[src/rtl/id_ex_stage.sv]
// ID/EX pipeline register with load-use hazard detection and bubble insertion.
// Optional bubble statistics counter enabled by defining ID_EX_HAZARD_STATS_EN.
module id_ex_stage #(
    parameter int DATA_W = 32,
    parameter int ADDR_W = 5
) (
    input  logic              clk,
    input  logic              rst,
    input  logic [DATA_W-1:0] rd1_D,
    input  logic [DATA_W-1:0] rd2_D,
    input  logic [DATA_W-1:0] imm_D,
    input  logic [ADDR_W-1:0] rs_D,
    input  logic [ADDR_W-1:0] rt_D,
    input  logic [ADDR_W-1:0] rd_D,
    input  logic              RegWrite_D,
    input  logic              MemtoReg_D,
    input  logic              MemWrite_D,
    input  logic              ALUSrc_D,
    input  logic              RegDst_D,
    input  logic [2:0]        ALUControl_D,
    input  logic              valid_D,
    input  logic              flush_E,
    input  logic              hold_E,
    output logic [DATA_W-1:0] rd1_E,
    output logic [DATA_W-1:0] rd2_E,
    output logic [DATA_W-1:0] imm_E,
    output logic [ADDR_W-1:0] rs_E,
    output logic [ADDR_W-1:0] rt_E,
    output logic [ADDR_W-1:0] rd_E,
    output logic              RegWrite_E,
    output logic              MemtoReg_E,
    output logic              MemWrite_E,
    output logic              ALUSrc_E,
    output logic              RegDst_E,
    output logic [2:0]        ALUControl_E,
    output logic              valid_E,
    output logic              stall_F,
    output logic              stall_D,
    output logic [31:0]       bubble_count
);

    logic lwstall;
    logic load_bubble;

    // A load in EX whose destination is a source of the ID instruction cannot be forwarded in time.
    assign lwstall = valid_E & MemtoReg_E & RegWrite_E & (rt_E != '0)
                   & ((rt_E == rs_D) | (rt_E == rt_D)) & valid_D;

    assign load_bubble = flush_E | lwstall;
    assign stall_F     = lwstall | hold_E;
    assign stall_D     = lwstall | hold_E;

    always_ff @(posedge clk or posedge rst) begin
        if (rst) begin
            rd1_E        <= '0;
            rd2_E        <= '0;
            imm_E        <= '0;
            rs_E         <= '0;
            rt_E         <= '0;
            rd_E         <= '0;
            RegWrite_E   <= 1'b0;
            MemtoReg_E   <= 1'b0;
            MemWrite_E   <= 1'b0;
            ALUSrc_E     <= 1'b0;
            RegDst_E     <= 1'b0;
            ALUControl_E <= '0;
            valid_E      <= 1'b0;
        end else if (!hold_E) begin
            if (load_bubble) begin
                rd1_E        <= '0;
                rd2_E        <= '0;
                imm_E        <= '0;
                rs_E         <= '0;
                rt_E         <= '0;
                rd_E         <= '0;
                RegWrite_E   <= 1'b0;
                MemtoReg_E   <= 1'b0;
                MemWrite_E   <= 1'b0;
                ALUSrc_E     <= 1'b0;
                RegDst_E     <= 1'b0;
                ALUControl_E <= '0;
                valid_E      <= 1'b0;
            end else begin
                rd1_E        <= rd1_D;
                rd2_E        <= rd2_D;
                imm_E        <= imm_D;
                rs_E         <= rs_D;
                rt_E         <= rt_D;
                rd_E         <= rd_D;
                RegWrite_E   <= RegWrite_D;
                MemtoReg_E   <= MemtoReg_D;
                MemWrite_E   <= MemWrite_D;
                ALUSrc_E     <= ALUSrc_D;
                RegDst_E     <= RegDst_D;
                ALUControl_E <= ALUControl_D;
                valid_E      <= valid_D;
            end
        end
    end

`ifdef ID_EX_HAZARD_STATS_EN
    logic [31:0] bubble_cnt;

    always_ff @(posedge clk or posedge rst) begin
        if (rst)
            bubble_cnt <= '0;
        else if (!hold_E && load_bubble)
            bubble_cnt <= bubble_cnt + 32'd1;
    end

    assign bubble_count = bubble_cnt;
`else
    assign bubble_count = '0;
`endif

endmodule

[config.mk]
export PLATFORM = sky130hd
export DESIGN_NAME = id_ex_stage
export DESIGN_NICKNAME = d
export VERILOG_FILES = /design/src/rtl/id_ex_stage.sv
export SDC_FILE = /design/constraint.sdc
export NUM_CORES = 1
export LEC_CHECK = 0
export ABC_AREA = 1
export CAP_MARGIN = 20
export CORE_UTILIZATION = 42
export CTS_BUF_LIST = sky130_fd_sc_hd__clkbuf_4 sky130_fd_sc_hd__clkbuf_8 sky130_fd_sc_hd__clkbuf_16
export DETAILED_ROUTE_END_ITERATION = 10
export PLACE_DENSITY = 0.81
export SETUP_SLACK_MARGIN = 0.2
export SLEW_MARGIN = 20
export SYNTH_ARGS = -nofsm -noshare
export SYNTH_HDL_FRONTEND = slang
export SYNTH_SLANG_ARGS = --single-unit
[constraint.sdc]
create_clock -name clk -period 4.6 [get_ports clk]
set_input_delay 0.92 -clock clk [delete_from_list [all_inputs] [get_ports clk]]
set_output_delay 0.92 -clock clk [all_outputs]
set_load 0.01 [all_outputs]
==> impl_metrics.env, run 1 <==
export IMPL_status="completed"
export IMPL_place_gp_congestion=0.783
export IMPL_worst_path_max_delay_cell="clkdlybuf4s50_1"
export IMPL_post_dp_hpwl_um=10900
export IMPL_maxCapViolCount=0
export IMPL_portBuffers=245
export IMPL_async_flop_share=1.00
export IMPL_cellPowerDensity_nw_per_um2=340
export IMPL_tightest_slew_ns=1.01
export IMPL_final_core_util=0.647
export IMPL_drc_errors=0
export IMPL_top_layer="met4"
export IMPL_dp_cells=1233
export IMPL_synthesis_area_sq_um=6130
export IMPL_synth_top_flop_cell="dfrtp_1"
export IMPL_yosysMostFrequentCell="nand2_1"
export IMPL_root_buffer="clkbuf_16"
export IMPL_nNetsFinal=1196
export IMPL_synth_edf_count=0
export IMPL_synthCells=854
export IMPL_ys_seq_area_frac=0.490
export IMPL_max_freq_ghz=0.284
export IMPL_grt_total_usage=0.222
export IMPL_place_ws_ns=1.09
export IMPL_first_iter_violations=404
export IMPL_rsz0062_at_grt="no"
export IMPL_ys_ff_latch=120
export IMPL_finalSetupViolCount=0
export IMPL_antenna_found_initial=0
export IMPL_grt_pass1_vias=5302
export IMPL_worst_slack_ns=1.08
export IMPL_coreArea_sq_um=14000
export IMPL_die_area_sq_um=15100
export IMPL_synth_area_top_cells="dfrtp_1 (49%), nand2_1 (16%), nand3_1 (10%)"
export IMPL_skew_ns=0.0107
export IMPL_clkTransAtPathRegs_ns=0.05
export IMPL_avgSynthCellArea_sq_um=7.18
export IMPL_instances_no_fill=1263
export IMPL_required_ns=3.68
export IMPL_min_path_type="reg2reg"
export IMPL_met3WireLength_um=1070
export IMPL_critPathMaxStageDelay_ns=0.54
export IMPL_finalHoldViolations=0
export IMPL_dieWidth_um=123
export IMPL_htreeDepth=4
export IMPL_clock_path_buffers=2
export IMPL_cts_tree="built"
export IMPL_netlist_area_leader_share=0.490
export IMPL_p_leak_uw=0.00495
export IMPL_clkLatencyLatePin_ns=0.40
export IMPL_cts_hold_buf=0
export IMPL_avgViaCountPerCell=4.63
export IMPL_relSlewSlack=0.328
export IMPL_drt_wirelength_per_cell_um=13.2
export IMPL_synth_warnings=0
export IMPL_synth_cell_type_count=16
export IMPL_n_antenna_cell=0
export IMPL_overflow=0
export IMPL_grt_pass1_wl_um=26200
export IMPL_cts_sink_count=120
export IMPL_post_cts_resized=0
export IMPL_syn_to_final_growth_pct=48.1
export IMPL_fp_dieH_um=123
export IMPL_dr_total_vias=5849
export IMPL_period_share=0.765
export IMPL_fin_tns_setup_ns=0
export IMPL_endpoint_kind="output pin"
export IMPL_cp_arrival_ns=2.60
export IMPL_yosysTopAreaCell="dfrtp_1"
export IMPL_numCtsBuffers=17
export IMPL_peakVddDrop_mv=0.249
export IMPL_postCtsSetupRepairBufs=0
export IMPL_period_needed_ns=3.52
export IMPL_nFillCells=1231
export IMPL_power_total_uw=3090
export IMPL_critPathLaunchType="input port"
export IMPL_ios=278
export IMPL_drive_gt1_frac=0.0416
export IMPL_wl_um=16700
export IMPL_grt_max_degree=98
export IMPL_drt_pass1_iterations=5
export IMPL_cp_max_fo=2
export IMPL_ys_top_cells_by_count="nand2_1 (264), inv_1 (127), nor2_1 (126), nand3_1 (124), dfrtp_1 (120)"
export IMPL_wl_met2_um=8070
export IMPL_cpMostUsedCell="nand2_1"
export IMPL_row_count=43
export IMPL_path_class="in2out"
export IMPL_initial_utilization=0.437
export IMPL_drv_slew=0
export IMPL_crit_chain="clkdlybuf4s50_1 -> inv_1 -> nand2_1 -> nand2_1 -> nor2_1 -> nand3_1 -> nand2_1 -> nand2_4 -> nand2_1 -> clkdlybuf4s50_1"
export IMPL_ant_nets=0
export IMPL_wl_met1_um=7240
logic make-up (layout without fill, tap and decap cells):
kind of cell | Yosys count | count (layout) | share of synthesized area
xor gates and xnor gates | 2 | 2 | 0.00286
other | 1 | 32 | 0.000612
buffers and inverters | 214 | 412 | 0.164
and+or+nand+nor | 517 | 517 | 0.343
DFF | 120 | 120 | 0.490
through the flow:
stage | hold slack (ns) | area [sq um]
after floorplan | 0.514 | 6250
after global placement | 0.457 | 8480
after detailed placement | 0.462 | 8480
after CTS | 0.475 | 9080
after global routing | 0.488 | 9080
final | 0.469 | 9080
layer usage:
layer,up-vias,global-route usage
li1,2901,-
met1,2718,0.283
met2,203,0.360
met3,27,0.0558
met4,0,0.0884
met5,-,0
critical path, delay by kind of cell:
kind | cells | cell delay (ns)
buffers and inverters | 3 | 1.08
and+or+nand+nor | 7 | 0.59
path summary, 6_finish.rpt:
check	slack, ns	to	from	depth (start not counted)
min in group asynchronous	1.01	imm_E[14]	rst	2
max in group asynchronous	2.77	rd1_E[7]	rst	3
max reg2reg	2.07	rt_E[2]	rt_E[2]	9
max	1.08	stall_D	rt_D[3]	10
min reg2reg	0.47	imm_E[8]	imm_E[8]	2
min	0.47	imm_E[8]	imm_E[8]	2
cell type report:
| type | count | area (sq um) | share of cell area |
|---|---|---|---|
| Tap cell | 180 | 225 | 0.0248 |
| Clock inverter | 8 | 123 | 0.0135 |
| Timing Repair Buffer | 253 | 2520 | 0.278 |
| Inverter | 129 | 489 | 0.0539 |
| Clock buffer | 22 | 475 | 0.0524 |
| Multi-Input combinational cell | 551 | 2240 | 0.247 |
| Sequential cell | 120 | 3000 | 0.331 |
report_power, final:
part	internal (uW)	leakage (uW)	switching (uW)
combinational	297	0.00310	260
sequential	1140	0.00156	50.0
clock	890	0.000288	452
total	2330	0.00495	762
layout by cell type, fill, tap and decap left out, drive strengths merged:
cell and count:
and3 1, buf 10, bufinv 3, clkbuf 22
clkdlybuf4s50 243, clkinv 2, clkinvlp 3, conb 32
dfrtp 120, inv 129, nand2 265, nand3 124
nor2 126, nor3 1, xnor2 2
state kept, by name, summed over array words and instances, names as in the netlist, 3 cells and up:
signal        flops
imm_E            32
rd1_E            32
rd_E              5
rt_E              5
rd2_E            32
ALUControl_E      3
rs_E              5
(Power assumes the default switching activity.)
==> run 2: changes to the inputs <==
--- a/config.mk
+++ b/config.mk
@@ -7,10 +7,10 @@
 export LEC_CHECK = 0
 export ABC_AREA = 1
 export CAP_MARGIN = 20
-export CORE_UTILIZATION = 42
+export CORE_UTILIZATION = 38
 export CTS_BUF_LIST = sky130_fd_sc_hd__clkbuf_4 sky130_fd_sc_hd__clkbuf_8 sky130_fd_sc_hd__clkbuf_16
 export DETAILED_ROUTE_END_ITERATION = 10
-export PLACE_DENSITY = 0.81
+export PLACE_DENSITY = 0.77
 export SETUP_SLACK_MARGIN = 0.2
 export SLEW_MARGIN = 20
 export SYNTH_ARGS = -nofsm -noshare
==> constraint.sdc (replaced) <==
create_clock -name clk -period 2.8 [get_ports clk]
set_input_delay 0.56 -clock clk [delete_from_list [all_inputs] [get_ports clk]]
set_output_delay 0.56 -clock clk [all_outputs]
set_load 0.01 [all_outputs]
==> run 2 against run 1 <==
  * Wire length increased by 2.6%
  * Total power up 63%
  * Sequential cell count did not move
  * Combinational power up 66%
  * Final cell count is 3.5% higher
  * Sequential share of layout area fell by 0.37 points
  * Non-clock buffer count is 6 higher
  * Clock skew increased by 0.0054 ns
  * Hold slack improved by 0.0076 ns
  * Largest cell class unchanged
  * Largest power group unchanged
==> impl_metrics.env, run 2 (same netlist as run 1, synthesis figures left out) <==
export IMPL_clkLatencyLatePin_ns=0.42
export IMPL_n_antenna_cell=0
export IMPL_row_count=46
export IMPL_crit_chain="clkdlybuf4s50_1 -> inv_1 -> nand2_1 -> nand2_1 -> nor2_1 -> nand3_1 -> nand2_2 -> nand2_4 -> nand2_1 -> clkbuf_2"
export IMPL_root_buffer="clkbuf_16"
export IMPL_antenna_found_initial=0
export IMPL_numCtsBuffers=17
export IMPL_cellPowerDensity_nw_per_um2=548
export IMPL_final_cell_mix="nand2_1 (263), clkdlybuf4s50_1 (241), nor2_1 (126)"
export IMPL_required_ns=2.24
export IMPL_nFillCells=1475
export IMPL_power_share_sequential=0.388
export IMPL_nNetsFinal=1202
export IMPL_power_frac_comb=0.184
export IMPL_dieWidth_um=129
export IMPL_place_gp_congestion=0.818
export IMPL_endpoint_kind="output pin"
export IMPL_die_area_sq_um=16600
export IMPL_worst_path_max_delay_cell="clkdlybuf4s50_1"
export IMPL_fp_dieH_um=129
export IMPL_drive_gt1_frac=0.0513
export IMPL_avgViaCountPerCell=4.49
export IMPL_post_dp_hpwl_um=11200
export IMPL_rsz0062_at_grt="no"
export IMPL_swShare=0.265
export IMPL_final_common_cell="nand2_1"
export IMPL_peakVddDrop_mv=0.364
export IMPL_fin_hold_ws_ns=0.477
export IMPL_critPathLaunchType="input port"
export IMPL_grt_max_degree=121
export IMPL_switching_power_uw=1330
export IMPL_grt_pass1_vias=5583
export IMPL_max_freq_ghz=0.422
export IMPL_ios=278
export IMPL_ff2ff_path_depth=8
export IMPL_tightest_slew_ns=0.936
export IMPL_power_frac_clock=0.428
export IMPL_cpMostUsedCell="nand2_1"
export IMPL_cp_arrival_ns=1.81
export IMPL_multi_input_area_sq_um=2250
export IMPL_hp_start="imm_E[8]"
export IMPL_cts_tree="built"
export IMPL_internal_power_uw=3700
export IMPL_period_share=0.846
export IMPL_portBuffers=245
export IMPL_cts_sink_count=120
export IMPL_critPathMaxStageDelay_ns=0.48
export IMPL_grt_total_usage=0.209
export IMPL_initial_utilization=0.387
export IMPL_reg_top3="imm_E: 32 flops, rd1_E: 32 flops, rd2_E: 32 flops"
export IMPL_drc_errors=0
export IMPL_ant_nets=0
export IMPL_syn_to_final_growth_pct=49.7
export IMPL_cp_max_fo=2
export IMPL_status="completed"
export IMPL_drt_wirelength_per_cell_um=13.1
export IMPL_grt_pass1_wl_um=27100
export IMPL_clock_path_buffers=2
export IMPL_finalHoldViolations=0
export IMPL_path_class="in2out"
export IMPL_maxCapViolCount=0
export IMPL_min_path_type="reg2reg"
export IMPL_period_needed_ns=2.37
export IMPL_overflow=0
export IMPL_wl_um=17200
export IMPL_drv_slew=0
export IMPL_instances_no_fill=1307
export IMPL_drt_pass1_iterations=4
export IMPL_r2r_start="rt_E[2]"
export IMPL_holdPathStages=2
export IMPL_final_seq_area_sq_um=3000
export IMPL_skew_ns=0.0160
export IMPL_relSlewSlack=0.376
export IMPL_holdPathEnd="imm_E[8]"
export IMPL_reg2reg_to="rd2_E[9]"
export IMPL_postCtsSetupRepairBufs=0
export IMPL_dr_total_vias=5866
export IMPL_coreArea_sq_um=15800
export IMPL_htreeDepth=4
export IMPL_finalSetupViolCount=0
export IMPL_dp_cells=1275
export IMPL_reg2reg_setup_slack_ns=0.65
export IMPL_power_total_uw=5040
export IMPL_p_leak_uw=0.00497
export IMPL_clkTransAtPathRegs_ns=0.05
export IMPL_first_iter_violations=323
-- run 2: cell count changes in the layout (fill, tap and decap cells not counted), moves of 2 or more --
| cell | delta |
|---|---|
| buf_12 | +2 |
| buf_4 | +3 |
| clkbuf_2 | +2 |
| clkbuf_4 | -3 |
| clkdlybuf4s50_1 | -2 |
| clkinv_4 | +2 |
| clkinvlp_4 | +2 |
| inv_6 | +3 |
-- run 2: what timing repair did --
item	in CTS	in global routing
gates resized for setup	2	5
setup endpoints to repair	2	2
hold buffers	0	0
-- run 2: power by group through the flow --
stage / registers, uW / logic [uW] / clock network [uW]
floorplan: 2040 / 354 / 0
global placement: 1980 / 924 / 0
detailed placement: 1980 / 936 / 0
CTS: 1950 / 940 / 2200
global route: 1970 / 1020 / 2280
finish: 1950 / 928 / 2160
-- run 2: routing by layer --
layer,track usage,vias to the layer above,share of wire
li1,-,2912,-
met1,0.248,2699,0.41
met2,0.344,212,0.49
met3,0.0537,43,0.069
met4,0.122,0,0.034
met5,0,-,0
-- run 2: metrics by stage --
step	area [sq um]	worst slack (ns)	utilization	TNS, ns
finish	9180	0.431	0.580	0
global route	9180	0.274	0.580	0
CTS	9190	0.301	0.580	0
detailed placement	8600	0.0354	0.543	0
global placement	8600	-0.0292	0.543	-0.0590
floorplan	6250	0.738	-	0
-- run 2: worst max-delay path, delay by kind of cell --
family	cells	cell delay (ns)
AND/OR/NAND/NOR	7	0.57
buffers and inverters	3	0.67
-- run 2: cell type report --
type | instances | area share
Timing Repair Buffer | 259 | 0.281
Multi-Input combinational cell | 551 | 0.245
Clock buffer | 18 | 0.0478
Tap cell | 216 | 0.0294
Sequential cell | 120 | 0.327
Inverter | 129 | 0.0534
Clock inverter | 14 | 0.0162
-- run 2: worst max path at each step --
stage          cells after the start  endpoint    start
6_report                          10   stall_F  rt_D[3]
5_1_grt                           10   stall_F  rt_D[0]
4_1_cts                           10   stall_D  rt_D[3]
3_5_place_dp                      10   stall_D  rt_D[3]
3_3_place_gp                      10  rd1_E[6]  rt_D[0]
2_1_floorplan                      5   stall_F   hold_E
==> run 3: changes to the inputs <==
--- a/config.mk
+++ b/config.mk
@@ -7,10 +7,10 @@
 export LEC_CHECK = 0
 export ABC_AREA = 1
 export CAP_MARGIN = 20
-export CORE_UTILIZATION = 38
+export CORE_UTILIZATION = 42
 export CTS_BUF_LIST = sky130_fd_sc_hd__clkbuf_4 sky130_fd_sc_hd__clkbuf_8 sky130_fd_sc_hd__clkbuf_16
 export DETAILED_ROUTE_END_ITERATION = 10
-export PLACE_DENSITY = 0.77
+export PLACE_DENSITY = 0.81
 export SETUP_SLACK_MARGIN = 0.2
 export SLEW_MARGIN = 20
 export SYNTH_ARGS = -nofsm -noshare
==> constraint.sdc (replaced) <==
create_clock -name clk -period 2.48 [get_ports clk]
set_input_delay 0.496 -clock clk [delete_from_list [all_inputs] [get_ports clk]]
set_output_delay 0.496 -clock clk [all_outputs]
set_load 0.01 [all_outputs]
==> run 3 against run 2 <==
  * Clock power grew 15%
  * Sequential cell count is the same
  * Combinational power grew 13%
  * Largest cell class unchanged
==> impl_metrics.env, run 3 (same netlist as run 1, synthesis figures left out) <==
export IMPL_clkTransAtPathRegs_ns=0.05
export IMPL_row_count=43
export IMPL_post_route_cell_area_sq_um=9190
export IMPL_maxCapViolCount=0
export IMPL_ff2ff_path_depth=8
export IMPL_syn_to_final_growth_pct=49.9
export IMPL_post_dp_hpwl_um=10800
export IMPL_drv_slew=0
export IMPL_critPathMaxStageDelay_ns=0.48
export IMPL_numCtsBuffers=17
export IMPL_cp_arrival_ns=1.72
export IMPL_p_leak_uw=0.00504
export IMPL_ant_nets=0
export IMPL_cts_tree="built"
export IMPL_drt_pass1_iterations=4
export IMPL_cpMostUsedCell="nand2_1"
export IMPL_grt_max_degree=121
export IMPL_drt_wirelength_per_cell_um=13.5
export IMPL_path_class="in2out"
export IMPL_cp_max_fo=2
export IMPL_endpoint_kind="output pin"
export IMPL_ios=278
export IMPL_grt_pass1_vias=5547
export IMPL_avgViaCountPerCell=4.62
export IMPL_place_ws_ns=-0.151
export IMPL_max_freq_ghz=0.451
export IMPL_finalHoldViolations=0
export IMPL_critPathBufInv=3
export IMPL_worst_slack_ns=0.264
export IMPL_multi_input_area_sq_um=2260
export IMPL_place_gp_congestion=0.811
export IMPL_initial_utilization=0.437
export IMPL_peakVddDrop_mv=0.435
export IMPL_grt_pass1_wl_um=27200
export IMPL_drive_gt1_frac=0.0550
export IMPL_hp_start="hold_E"
export IMPL_min_path_type="in2reg"
export IMPL_overflow=0
export IMPL_cts_hold_buf=0
export IMPL_reg2reg_to="valid_E"
export IMPL_final_common_cell="nand2_1"
export IMPL_final_seq_area_sq_um=3000
export IMPL_coreArea_sq_um=14000
export IMPL_finalSetupViolCount=0
export IMPL_n_antenna_cell=0
export IMPL_first_iter_violations=537
export IMPL_worst_path_max_delay_cell="clkdlybuf4s50_1"
export IMPL_fin_tns_setup_ns=0
export IMPL_die_area_sq_um=15100
export IMPL_portBuffers=245
export IMPL_holdPathStages=3
export IMPL_nNetsFinal=1202
export IMPL_required_ns=1.98
export IMPL_period_share=0.894
export IMPL_dpl_instance_area_sq_um=8570
export IMPL_tightest_slew_ns=0.808
export IMPL_reg2reg_setup_slack_ns=0.34
export IMPL_reg_top3="imm_E: 32 flops, rd1_E: 32 flops, rd2_E: 32 flops"
export IMPL_power_total_uw=5760
export IMPL_final_cell_mix="nand2_1 (262), clkdlybuf4s50_1 (237), inv_1 (125)"
export IMPL_root_buffer="clkbuf_16"
export IMPL_drc_errors=0
export IMPL_holdPathEnd="imm_E[1]"
export IMPL_grt_total_usage=0.232
export IMPL_status="completed"
export IMPL_rsz0062_at_grt="yes"
export IMPL_critPathLaunchType="input port"
export IMPL_skew_ns=0.00584
export IMPL_path_delay_family="buffers and inverters"
export IMPL_relSlewSlack=0.461
export IMPL_crit_chain="clkdlybuf4s50_1 -> inv_1 -> nand2_1 -> nand2_1 -> nor2_1 -> nand3_1 -> nand2_2 -> nand2_4 -> nand2_1 -> buf_2"
export IMPL_fp_dieH_um=123
export IMPL_antenna_found_initial=0
export IMPL_final_core_util=0.655
export IMPL_period_needed_ns=2.22
export IMPL_postCtsSetupRepairBufs=0
export IMPL_clock_path_buffers=2
export IMPL_cellPowerDensity_nw_per_um2=626
export IMPL_dieWidth_um=123
export IMPL_cts_sink_count=120
export IMPL_r2r_start="rt_E[2]"
export IMPL_clkLatencyLatePin_ns=0.41
export IMPL_dr_total_vias=5868
export IMPL_wl_um=17200
export IMPL_htreeDepth=4
export IMPL_nFillCells=1199
[run 3: final cells by class]
cell class                 count  area share
clock inverter                10      0.0136
multi-input combinational    551       0.246
tap                          180      0.0245
clock buffer                  22      0.0517
inverter                     129      0.0534
timing repair buffer         259       0.284
sequential                   120       0.327
[run 3: worst max-delay path by stage]
stage	depth (start not counted)	start	to	slack (ns)
2_1_floorplan	1	rst	ALUControl_E[0]	0.51
3_3_place_gp	10	rt_D[0]	rd2_E[0]	-0.25
3_5_place_dp	10	rt_D[1]	stall_F	-0.15
4_1_cts	10	rs_D[4]	stall_F	0.16
5_1_grt	10	rs_D[1]	stall_F	0.20
6_report	10	rs_D[4]	stall_F	0.26
[run 3: metrics by stage]
stage	hold WS, ns	instances
after global placement	0.461	1239
final	0.417	1271
after global routing	0.400	1271
after floorplan	0.514	885
after CTS	0.398	1271
after detailed placement	0.464	1239
[run 3: worst register-to-register path, cell delays in order (launching register included)]
cell      delay [ns]
dfrtp_1         0.45
nor3_1          0.23
nand3_1         0.14
nand3_1         0.09
inv_1           0.09
nand2_4         0.09
clkbuf_8        0.59
nand3_1         0.29
nand2_1         0.11
[run 3: power breakdown]
group          internal (uW)  total [uW]  switching [uW]  leakage, uW
logic                    564        1050             491      0.00317
registers               2110        2210            96.4      0.00156
clock network           1650        2490             841     0.000307
total                   4330        5760            1430      0.00504
[run 3: timing repair]
item | in CTS | in global routing
pin swaps | 1 | 5
resized for setup | 9 | 10
hold endpoints to repair | 0 | 0
setup endpoints to repair | 2 | 12
[run 3: metal layers]
layer  up-vias  track usage  wire (um)
li1       2913            -          -
met1      2710        0.296       7350
met2       208        0.369       8260
met3        37       0.0702       1170
met4         0       0.0846        382
met5         -            0          0
